**src/rtl/module_detector_error_if.sv**
```systemverilog
// Codeword input and decoded-result output bundle of the SECDED error detector.
// master = producer of received codewords, slave = the detector.
interface module_detector_error_if;
    logic [7:0] datos_recibidos;
    logic       valid_in;
    logic [2:0] sindrome;
    logic       paridad_global;
    logic       bit_error;
    logic       error_doble;
    logic [3:0] datos_corregidos;
    logic       valid_out;

    modport master (
        output datos_recibidos,
        output valid_in,
        input  sindrome,
        input  paridad_global,
        input  bit_error,
        input  error_doble,
        input  datos_corregidos,
        input  valid_out
    );

    modport slave (
        input  datos_recibidos,
        input  valid_in,
        output sindrome,
        output paridad_global,
        output bit_error,
        output error_doble,
        output datos_corregidos,
        output valid_out
    );
endinterface

```
**src/rtl/module_detector_error.sv**
```systemverilog
// SECDED (Hamming 7,4 + global parity) decoder: one-cycle registered syndrome,
// single/double error flags and corrected data nibble.
module module_detector_error (
    input  logic                          clk,
    input  logic                          rst_n,
    module_detector_error_if.slave        bus
);

    localparam int unsigned WORD_W = 8;
    localparam int unsigned SYN_W  = 3;
    localparam int unsigned DATA_W = 4;

    typedef struct packed {
        logic [SYN_W-1:0]  sindrome;
        logic              paridad_global;
        logic              bit_error;
        logic              error_doble;
        logic [DATA_W-1:0] datos_corregidos;
    } result_t;

    logic [WORD_W-1:0] word_c;
    logic [WORD_W-1:0] fixed_word_c;
    logic [SYN_W-1:0]  syn_c;
    logic              par_c;
    result_t           res_d;
    result_t           res_q;
    logic              valid_q;

    // Syndrome, overall parity, flag decode and single-bit correction
    always_comb begin
        word_c       = bus.datos_recibidos;
        syn_c        = '0;
        par_c        = 1'b0;
        fixed_word_c = word_c;
        res_d        = '0;

        syn_c[0] = word_c[1] ^ word_c[3] ^ word_c[5] ^ word_c[7];
        syn_c[1] = word_c[2] ^ word_c[3] ^ word_c[6] ^ word_c[7];
        syn_c[2] = word_c[4] ^ word_c[5] ^ word_c[6] ^ word_c[7];
        par_c    = ^word_c;

        // Only an odd-parity word with a nonzero syndrome points at a flippable position
        if (par_c && (syn_c != '0)) begin
            fixed_word_c[syn_c] = ~word_c[syn_c];
        end

        res_d.sindrome         = syn_c;
        res_d.paridad_global   = par_c;
        res_d.bit_error        = par_c;
        res_d.error_doble      = (!par_c) && (syn_c != '0);
        res_d.datos_corregidos = {fixed_word_c[7], fixed_word_c[6],
                                  fixed_word_c[5], fixed_word_c[3]};
    end

    // Result register: loads on valid_in, holds otherwise
    always_ff @(posedge clk or negedge rst_n) begin
        if (!rst_n) begin
            res_q   <= '0;
            valid_q <= 1'b0;
        end else begin
            valid_q <= bus.valid_in;
            if (bus.valid_in) begin
                res_q <= res_d;
            end
        end
    end

    assign bus.sindrome         = res_q.sindrome;
    assign bus.paridad_global   = res_q.paridad_global;
    assign bus.bit_error        = res_q.bit_error;
    assign bus.error_doble      = res_q.error_doble;
    assign bus.datos_corregidos = res_q.datos_corregidos;
    assign bus.valid_out        = valid_q;

endmodule

```
**src/flat_wrapper.sv**
```systemverilog
// flat-port wrapper written by rule: the top's interface ports become plain ports
module module_detector_error_flat 
  (clk, rst_n, bus_datos_recibidos, bus_valid_in, bus_sindrome, bus_paridad_global, bus_bit_error, bus_error_doble, bus_datos_corregidos, bus_valid_out);
  module_detector_error_if bus_i ();
  input  logic clk;
  input  logic rst_n;
  input wire logic [$bits(bus_i.datos_recibidos)-1:0] bus_datos_recibidos;
  input wire logic [$bits(bus_i.valid_in)-1:0] bus_valid_in;
  output wire logic [$bits(bus_i.sindrome)-1:0] bus_sindrome;
  output wire logic [$bits(bus_i.paridad_global)-1:0] bus_paridad_global;
  output wire logic [$bits(bus_i.bit_error)-1:0] bus_bit_error;
  output wire logic [$bits(bus_i.error_doble)-1:0] bus_error_doble;
  output wire logic [$bits(bus_i.datos_corregidos)-1:0] bus_datos_corregidos;
  output wire logic [$bits(bus_i.valid_out)-1:0] bus_valid_out;
  assign bus_i.datos_recibidos = bus_datos_recibidos;
  assign bus_i.valid_in = bus_valid_in;
  assign bus_sindrome = bus_i.sindrome;
  assign bus_paridad_global = bus_i.paridad_global;
  assign bus_bit_error = bus_i.bit_error;
  assign bus_error_doble = bus_i.error_doble;
  assign bus_datos_corregidos = bus_i.datos_corregidos;
  assign bus_valid_out = bus_i.valid_out;
  module_detector_error u_core (.clk(clk), .rst_n(rst_n), .bus(bus_i));
endmodule
```
**config.mk**
```make
export PLATFORM = sky130hd
export DESIGN_NAME = module_detector_error_flat
export DESIGN_NICKNAME = d
export VERILOG_FILES = /design/src/rtl/module_detector_error_if.sv /design/src/rtl/module_detector_error.sv /design/src/flat_wrapper.sv
export SDC_FILE = /design/constraint.sdc
export NUM_CORES = 1
export LEC_CHECK = 0
export CORE_MARGIN = 4
export CORE_UTILIZATION = 46
export DETAILED_ROUTE_END_ITERATION = 16
export GPL_ROUTABILITY_DRIVEN = 0
export PLACE_DENSITY = 0.88
export SKIP_CTS_REPAIR_TIMING = 1
export SLEW_MARGIN = 40
export SYNTH_ARGS = -nofsm -noshare
export SYNTH_HDL_FRONTEND = slang
export SYNTH_SLANG_ARGS = --single-unit
```
**constraint.sdc**
```tcl
create_clock -name clk -period 1 [get_ports clk]
set_input_delay 0.15 -clock clk [delete_from_list [all_inputs] [get_ports clk]]
set_output_delay 0.15 -clock clk [all_outputs]
set_load 0.02 [all_outputs]
```
# Word-level counts from Yosys, hierarchy flattened
# Index checks and enable logic that the tools add are counted.
# totals
register_bits	10
input_bits	11
output_inout_bits	11
word_cells	29
# op_classes
magnitude_cmp	2
muxes	6
bitwise_logic	10
n_reduce_logical	6
# ops
cell	n
1-bit bitwise XOR	9
8-bit bitwise mux	1
8-bit 2-to-1 mux	1
8-bit parity	1
3-bit by 4-bit less-than comparator with 1-bit output, second input constant	1
1-bit binary-select mux with 3-bit select	1
1-bit demux with 3-bit select	1
3-bit by 1-bit >= comparator with 1-bit output, second input constant	1
1-bit logical AND	3
3-bit nonzero test	1
1-bit 2-to-1 mux	2
1-bit logical NOT	1
1-bit NOT	1

# Logic depth before layout (Yosys ltp)
# Gate-level depths: netlist of the first run.
# logic_depth
ltp_word	9
ltp_mapped	6
ltp_nobuf	5

# Least setup slack after synthesis of the first run
# No wires, ideal clock.
# synth_path
path_kind	input -> register
from	input port bus_datos_recibidos[5]
to	register u_core.res_q (netlist bit u_core.bus.datos_corregidos[2])
setup_time_ns	0.128
arrival_time_ns	1.489
required_time_ns	0.872
path_slack_ns	-0.617
path_stages	6
path_buffers	1
cell_sequence	buf_6 > xor2_1 > xnor2_1 > or4b_4 > a31oi_1 > o31ai_1
# synth_between
elab_chain_cells	9
elab_cells_between_ends	18
cone_classes	2 x order compare; 6 x mux; 6 x bitwise; 4 x reduce/logical
# synth_rtl
element	line	source
from (decl)	flat_wrapper.sv:7	input wire logic [$bits(bus_i.datos_recibidos)-1:0] bus_datos_recibidos;
1-bit bitwise XOR (3 in series)	module_detector_error.sv:39	syn_c[2] = word_c[4] ^ word_c[5] ^ word_c[6] ^ word_c[7];
3-bit by 4-bit less-than comparator with 1-bit output (implied by the code) or 3-bit by 1-bit >= comparator with 1-bit output (tied branches)	module_detector_error.sv:44	fixed_word_c[syn_c] = ~word_c[syn_c];
1-bit logical AND (implied by the code)	module_detector_error.sv:44	
1-bit 2-to-1 mux (implied by the code)	module_detector_error.sv:44	
1-bit demux with 3-bit select	n/a	
8-bit bitwise mux	module_detector_error.sv:44	
8-bit 2-to-1 mux (*)	module_detector_error.sv:43	if (par_c && (syn_c != '0)) begin
to (signal assigned)	module_detector_error.sv:63	res_q <= res_d;
to (decl)	module_detector_error.sv:26	result_t res_q;
# Mark *: on every way between the ends. The rest lies on a longest branch, timed or not. The select of a mux whose other input is x is not followed.
# A chain may end at the register's enable or synchronous reset.

# Final worst setup path of the first run
# layout_path
from	input port bus_datos_recibidos[2]
to	register u_core.res_q (netlist bit u_core.bus.datos_corregidos[2])
# layout_between
elab_chain_cells	9
elab_cells_between_ends	16
cone_classes	2 x order compare; 6 x mux; 4 x bitwise; 4 x reduce/logical
# layout_rtl
element	line	source
1-bit bitwise XOR (3 in series)	module_detector_error.sv:38	syn_c[1] = word_c[2] ^ word_c[3] ^ word_c[6] ^ word_c[7];
3-bit by 4-bit less-than comparator with 1-bit output (implied by the code) or 3-bit by 1-bit >= comparator with 1-bit output (tied branches)	module_detector_error.sv:44	
1-bit logical AND (implied by the code)	module_detector_error.sv:44	
1-bit 2-to-1 mux (implied by the code)	module_detector_error.sv:44	
1-bit demux with 3-bit select	n/a	
8-bit bitwise mux	module_detector_error.sv:44	
8-bit 2-to-1 mux (*)	module_detector_error.sv:43	
# Marked as above.

==> results_dict.tcl, run 1 <==
set metrics [dict create \
    yosysWarnings 0 \
    syn_area_per_cell_um2 9.69 \
    fmaxAchievable_mhz 663 \
    area_delta_synth_final_pct 92.9 \
    clock_latency_ps 270 \
    syn_area_um2 756 \
    crit_path_start_kind "primary input" \
    skew_ps 0 \
    dpl_cell_area_um2 1190 \
    setup_ws_ps -508 \
    tightest_slew_ps 309 \
    violations "negative setup slack" \
    n_antenna_cell 0 \
    holdWs_ps 205 \
    status "finished with violations" \
    cts_buffers 3 \
    r2r_end "u_core.bus.datos_corregidos[2]" \
    grt_max_degree 24 \
    placementRows 14 \
    coreArea_um2 1520 \
    antenna_found_initial 0 \
    track_usage_pct 18.6 \
    portBuffers 21 \
    ys_ff_latch 10 \
    design_power_total_mw 2.18 \
    final_cells 146 \
    cts.sinks 10 \
    finalHoldViolCount 0 \
    cap_viol_max_count 0 \
    peakVddDrop_mv 1.10 \
    clockBufferDepth 2 \
    root_buffer "clkbuf_4" \
    critPathKind "in -> reg" \
    relSlewSlack_pct 79.2 \
    yosysUniqueCellTypes 30 \
    worstPathRequired_ps 1190 \
    antenna_left 0 \
    finalSetupViolations 10 \
    rsz0062_at_grt "yes" \
    worstPathArrival_ps 1700 \
    dr_total_vias 886 \
    grt_pass1_wl_um 3370 \
    grt_pass1_vias 757 \
    die_area_um2 2360 \
    dp_slack_ps -1150 \
    die_h_um 48.5 \
    path_max_fanout 4 \
    regToRegStartpoint "u_core.bus.datos_corregidos[2]" \
    ff2ff_setup_slack_ps 100 \
    final_nets 142 \
    routed_wl_um 3230 \
    grt_overflow 0 \
    drive_gt1_share_pct 63.8 \
    syn_inst 78 \
    p_leak_nw 0.653 \
    worstSetupEndpointType "register" \
    period_needed_ps 1510 \
    place_hpwl_um 1490 \
    dr.pass1.iters 4 \
    syn_nets 89 \
    htree_levels 1 \
    die_x_um 48.5 \
    fin_area_um2 1460 \
    r2r_cells 3 \
    cp-startpoint "bus_datos_recibidos[2]" \
    route.detailed.drc 0 \
    yosysSeqAreaShare_pct 33.1 \
    initial_core_util_pct 49.6 \
    avgRoutedWirePerCell_um 22.1 \
    min_path_type "in -> async" \
    final_max_slew_viol_count 0 \
    pin_count 22 \
    vias_per_cell 6.07 \
    dr.first_iter.drc_count 37 \
    clk_pin_slew_ps 90 \
    fin_crit_sh_pct 151 \
    power.density_nw_per_um2 1500 \
    dp_cells 131 \
    cts_tree "done" \
]
[power by group]
group          switching (mW)  internal, mW
Sequential             0.0680         0.474
Combinational           0.595         0.640
Clock                   0.184         0.221
[worst max-delay path by stage]
| stage | end | cells after the start |
|---|---|---|
| after floorplan | u_core.bus.datos_corregidos[2] | 6 |
| after global placement | u_core.bus.datos_corregidos[2] | 6 |
| after detailed placement | u_core.bus.datos_corregidos[2] | 6 |
| after CTS | u_core.bus.datos_corregidos[2] | 6 |
| after global routing | u_core.bus.datos_corregidos[2] | 6 |
| final | u_core.bus.datos_corregidos[2] | 6 |
[worst max-delay path, stage by stage]
cell and delay (ps):
clkbuf_2 160, and3_1 230, or4_2 660, a21oi_2 200, nor2_2 90, o31ai_2 210
[cell type report]
cell class                      instances  area [um2]
Sequential cell                        10         250
Clock buffer                            4        36.3
Timing Repair Buffer                   54         495
Inverter                                4        15.0
Multi-Input combinational cell         58         641
Tap cell                               16        20.0
Fill cell                              35        66.3
[metal layers]
layer / vias up / track usage [%] / routed length [um]
met5: - / 0 / 0
met1: 433 / 18.2 / 1180
met3: 12 / 3.07 / 224
li1: 373 / - / -
met4: 0 / 13.5 / 117
met2: 68 / 34.3 / 1710
[Yosys cell counts]
master	number	area, um2
inv_1	4	15.0
xor2_1	5	43.8
nor2b_1	1	6.26
a31oi_1	1	6.26
xnor2_4	2	55.1
o211ai_1	2	15.0
buf_4	1	7.51
o31ai_1	1	7.51
o22ai_1	3	18.8
o221ai_1	1	8.76
nand2_1	5	18.8
buf_6	3	33.8
or4_2	1	8.76
o21bai_1	2	15.0
xnor2_2	2	32.5
nor3_1	1	5.00
dfrtp_1	10	250
or2_2	1	6.26
xnor2_1	5	43.8
a21oi_1	8	40.0
nand3_1	1	5.00
nor4_1	2	12.5
and4b_2	1	11.3
nor2_1	7	26.3
or4_1	1	7.51
and3_1	1	6.26
and2_2	1	7.51
clkbuf_1	2	7.51
or4b_4	1	13.8
mux2i_1	2	20.0
[registers in the layout (all words and copies together), names as in the netlist]
name and count:
u_core.bus.valid_out 1, u_core.bus.paridad_global 1, u_core.bus.sindrome 3, u_core.bus.datos_corregidos 4, u_core.bus.error_doble 1
[layout by cell type, fill, tap and decap left out, types with 3 or more instances in the layout]
master / count
buf_4: 23
buf_6: 18
dfrtp_1: 10
clkbuf_2: 7
nor2_1: 6
a21oi_2: 5
xnor2_4: 5
nand2_1: 5
inv_1: 4
a21oi_1: 3
clkbuf_4: 3
[logic make-up after synthesis]
logic type      synth area share, %
compound gates                 14.7
xor+xnor                       23.2
buf+inv                        8.44
flops                          33.1
mux                            2.65
simple gates                   17.9
[metrics by stage]
step | TNS, ps | utilization (%)
detailed placement | -8190 | 78.2
finish | -2430 | 95.6
global route | -2840 | 95.6
floorplan | -1710 | -
CTS | -9100 | 80.5
global placement | -7630 | 78.2
No activity file was read; power rests on OpenSTA's default activity.
==> run 2: changes to the inputs <==
Settings changed: CORE_UTILIZATION 46 to 49, PLACE_DENSITY 0.88 to 0.92.
Clock period 1 ns to 1.9 ns, I/O delays scaled along.
==> run 2 against run 1 <==
Net effect: the run now ends clean; critical path depth unchanged; utilization shrank 12 points; register-to-register slack better by 950 ps; non-clock buffer count is 13 lower; via count decreased by 19%; hold slack improved by 120 ps; routed wire length decreased by 39%.
==> results_dict.tcl, run 2 (synthesis gave the netlist of run 1 again) <==
set metrics [dict create \
    die_area_um2 2230 \
    crit_path_start_kind "primary input" \
    htree_levels 1 \
    n_antenna_cell 0 \
    fmaxAchievable_mhz 537 \
    worstPathRequired_ps 2040 \
    cap_viol_max_count 0 \
    skew_ps 0 \
    track_usage_pct 19.1 \
    dp_slack_ps -351 \
    path_max_fanout 3 \
    min_path_type "in -> async" \
    coreArea_um2 1380 \
    r2r_end "u_core.bus.datos_corregidos[2]" \
    pin_count 22 \
    antenna_found_initial 0 \
    route.detailed.drc 0 \
    period_needed_ps 1860 \
    design_power_total_mw 0.864 \
    dr.pass1.iters 4 \
    dr_total_vias 715 \
    antenna_left 0 \
    cts_buffers 3 \
    area_delta_synth_final_pct 52.5 \
    setup_ws_ps 37.5 \
    regToRegStartpoint "u_core.bus.datos_corregidos[2]" \
    final_cell_mix "buf_4 (20), clkdlybuf4s50_1 (17), dfrtp_1 (10)" \
    die_x_um 47.3 \
    cts_tree "done" \
    avgRoutedWirePerCell_um 15.1 \
    fin_area_um2 1150 \
    worstSetupEndpointType "register" \
    portBuffers 21 \
    layout_commonest_cell "buf_4" \
    root_buffer "clkbuf_4" \
    die_h_um 47.3 \
    largest_reg_flops 4 \
    cp-startpoint "bus_datos_recibidos[6]" \
    clockBufferDepth 2 \
    fin_crit_sh_pct 98.0 \
    final_max_slew_viol_count 0 \
    ff2ff_setup_slack_ps 1050 \
    dr.first_iter.drc_count 29 \
    peakVddDrop_mv 0.667 \
    critPathKind "in -> reg" \
    status "finished, final reports clean" \
    finalSetupViolations 0 \
    vias_per_cell 5.46 \
    grt_max_degree 14 \
    grt_overflow 0 \
    finalHoldViolCount 0 \
    tightest_slew_ps 478 \
    holdWs_ps 329 \
    grt_pass1_vias 710 \
    relSlewSlack_pct 68.0 \
    dpl_cell_area_um2 1090 \
    r2r_cells 3 \
    post-route-util_pct 83.3 \
    place_hpwl_um 1470 \
    initial_core_util_pct 54.7 \
    worstPathArrival_ps 2010 \
    placementRows 13 \
    routed_wl_um 1980 \
    n_fill_cell 76 \
    drive_gt1_share_pct 31.9 \
    p_leak_nw 0.517 \
    cts.sinks 10 \
    grt_pass1_wl_um 2930 \
    clk_pin_slew_ps 60 \
    clock_latency_ps 260 \
    power.density_nw_per_um2 750 \
    final_nets 129 \
]
-- run 2: cell count changes in the layout (fill, tap and decap cells not counted), sizes merged --
cell	before	now
clkdlybuf4s50	2	17
clkbuf	11	3
dlymetal6s2s	2	4
buf	43	20
-- run 2: power breakdown --
part / leakage [nW] / internal (mW) / switching [mW]
logic: 0.387 / 0.233 / 0.223
clock network: 0.0138 / 0.0729 / 0.0661
registers: 0.116 / 0.250 / 0.0188
-- run 2: per-stage QoR --
step	TNS, ps	std cells
3_5_place_dp	-1270	128
6_report	0	131
5_1_grt	-24.8	131
4_1_cts	-155	131
2_1_floorplan	0	78
3_3_place_gp	-876	128
-- run 2: area by class of cell --
| type | instances | area [um2] | area share (%) |
|---|---|---|---|
| multi-input combinational | 58 | 475 | 41.3 |
| timing repair buffer | 41 | 370 | 32.1 |
| sequential | 10 | 250 | 21.7 |
| clock buffer | 3 | 22.5 | 1.95 |
| tap | 15 | 18.8 | 1.63 |
| inverter | 4 | 15.0 | 1.30 |
-- run 2: layer usage --
metal / global-route usage (%) / up-vias / share of wire [%]
met5: 0 / - / 0
met4: 11.0 / 0 / 1.8
met3: 8.05 / 4 / 5.0
met2: 29.9 / 24 / 52
met1: 21.6 / 338 / 41
li1: - / 349 / -
-- run 2: worst max path at each step --
stage                                      to  slack, ps
2_1_floorplan  u_core.bus.datos_corregidos[2]        150
3_3_place_gp   u_core.bus.datos_corregidos[2]       -300
3_5_place_dp   u_core.bus.datos_corregidos[2]       -350
4_1_cts        u_core.bus.datos_corregidos[2]        -80
5_1_grt        u_core.bus.datos_corregidos[3]        -10
6_report       u_core.bus.datos_corregidos[2]         40
-- run 2: worst max-delay path: stages --
cell and delay, ps:
clkdlybuf4s50_1 530, xnor2_4 270, xnor2_2 110, or4b_4 550
a31oi_1 170, o31ai_1 90
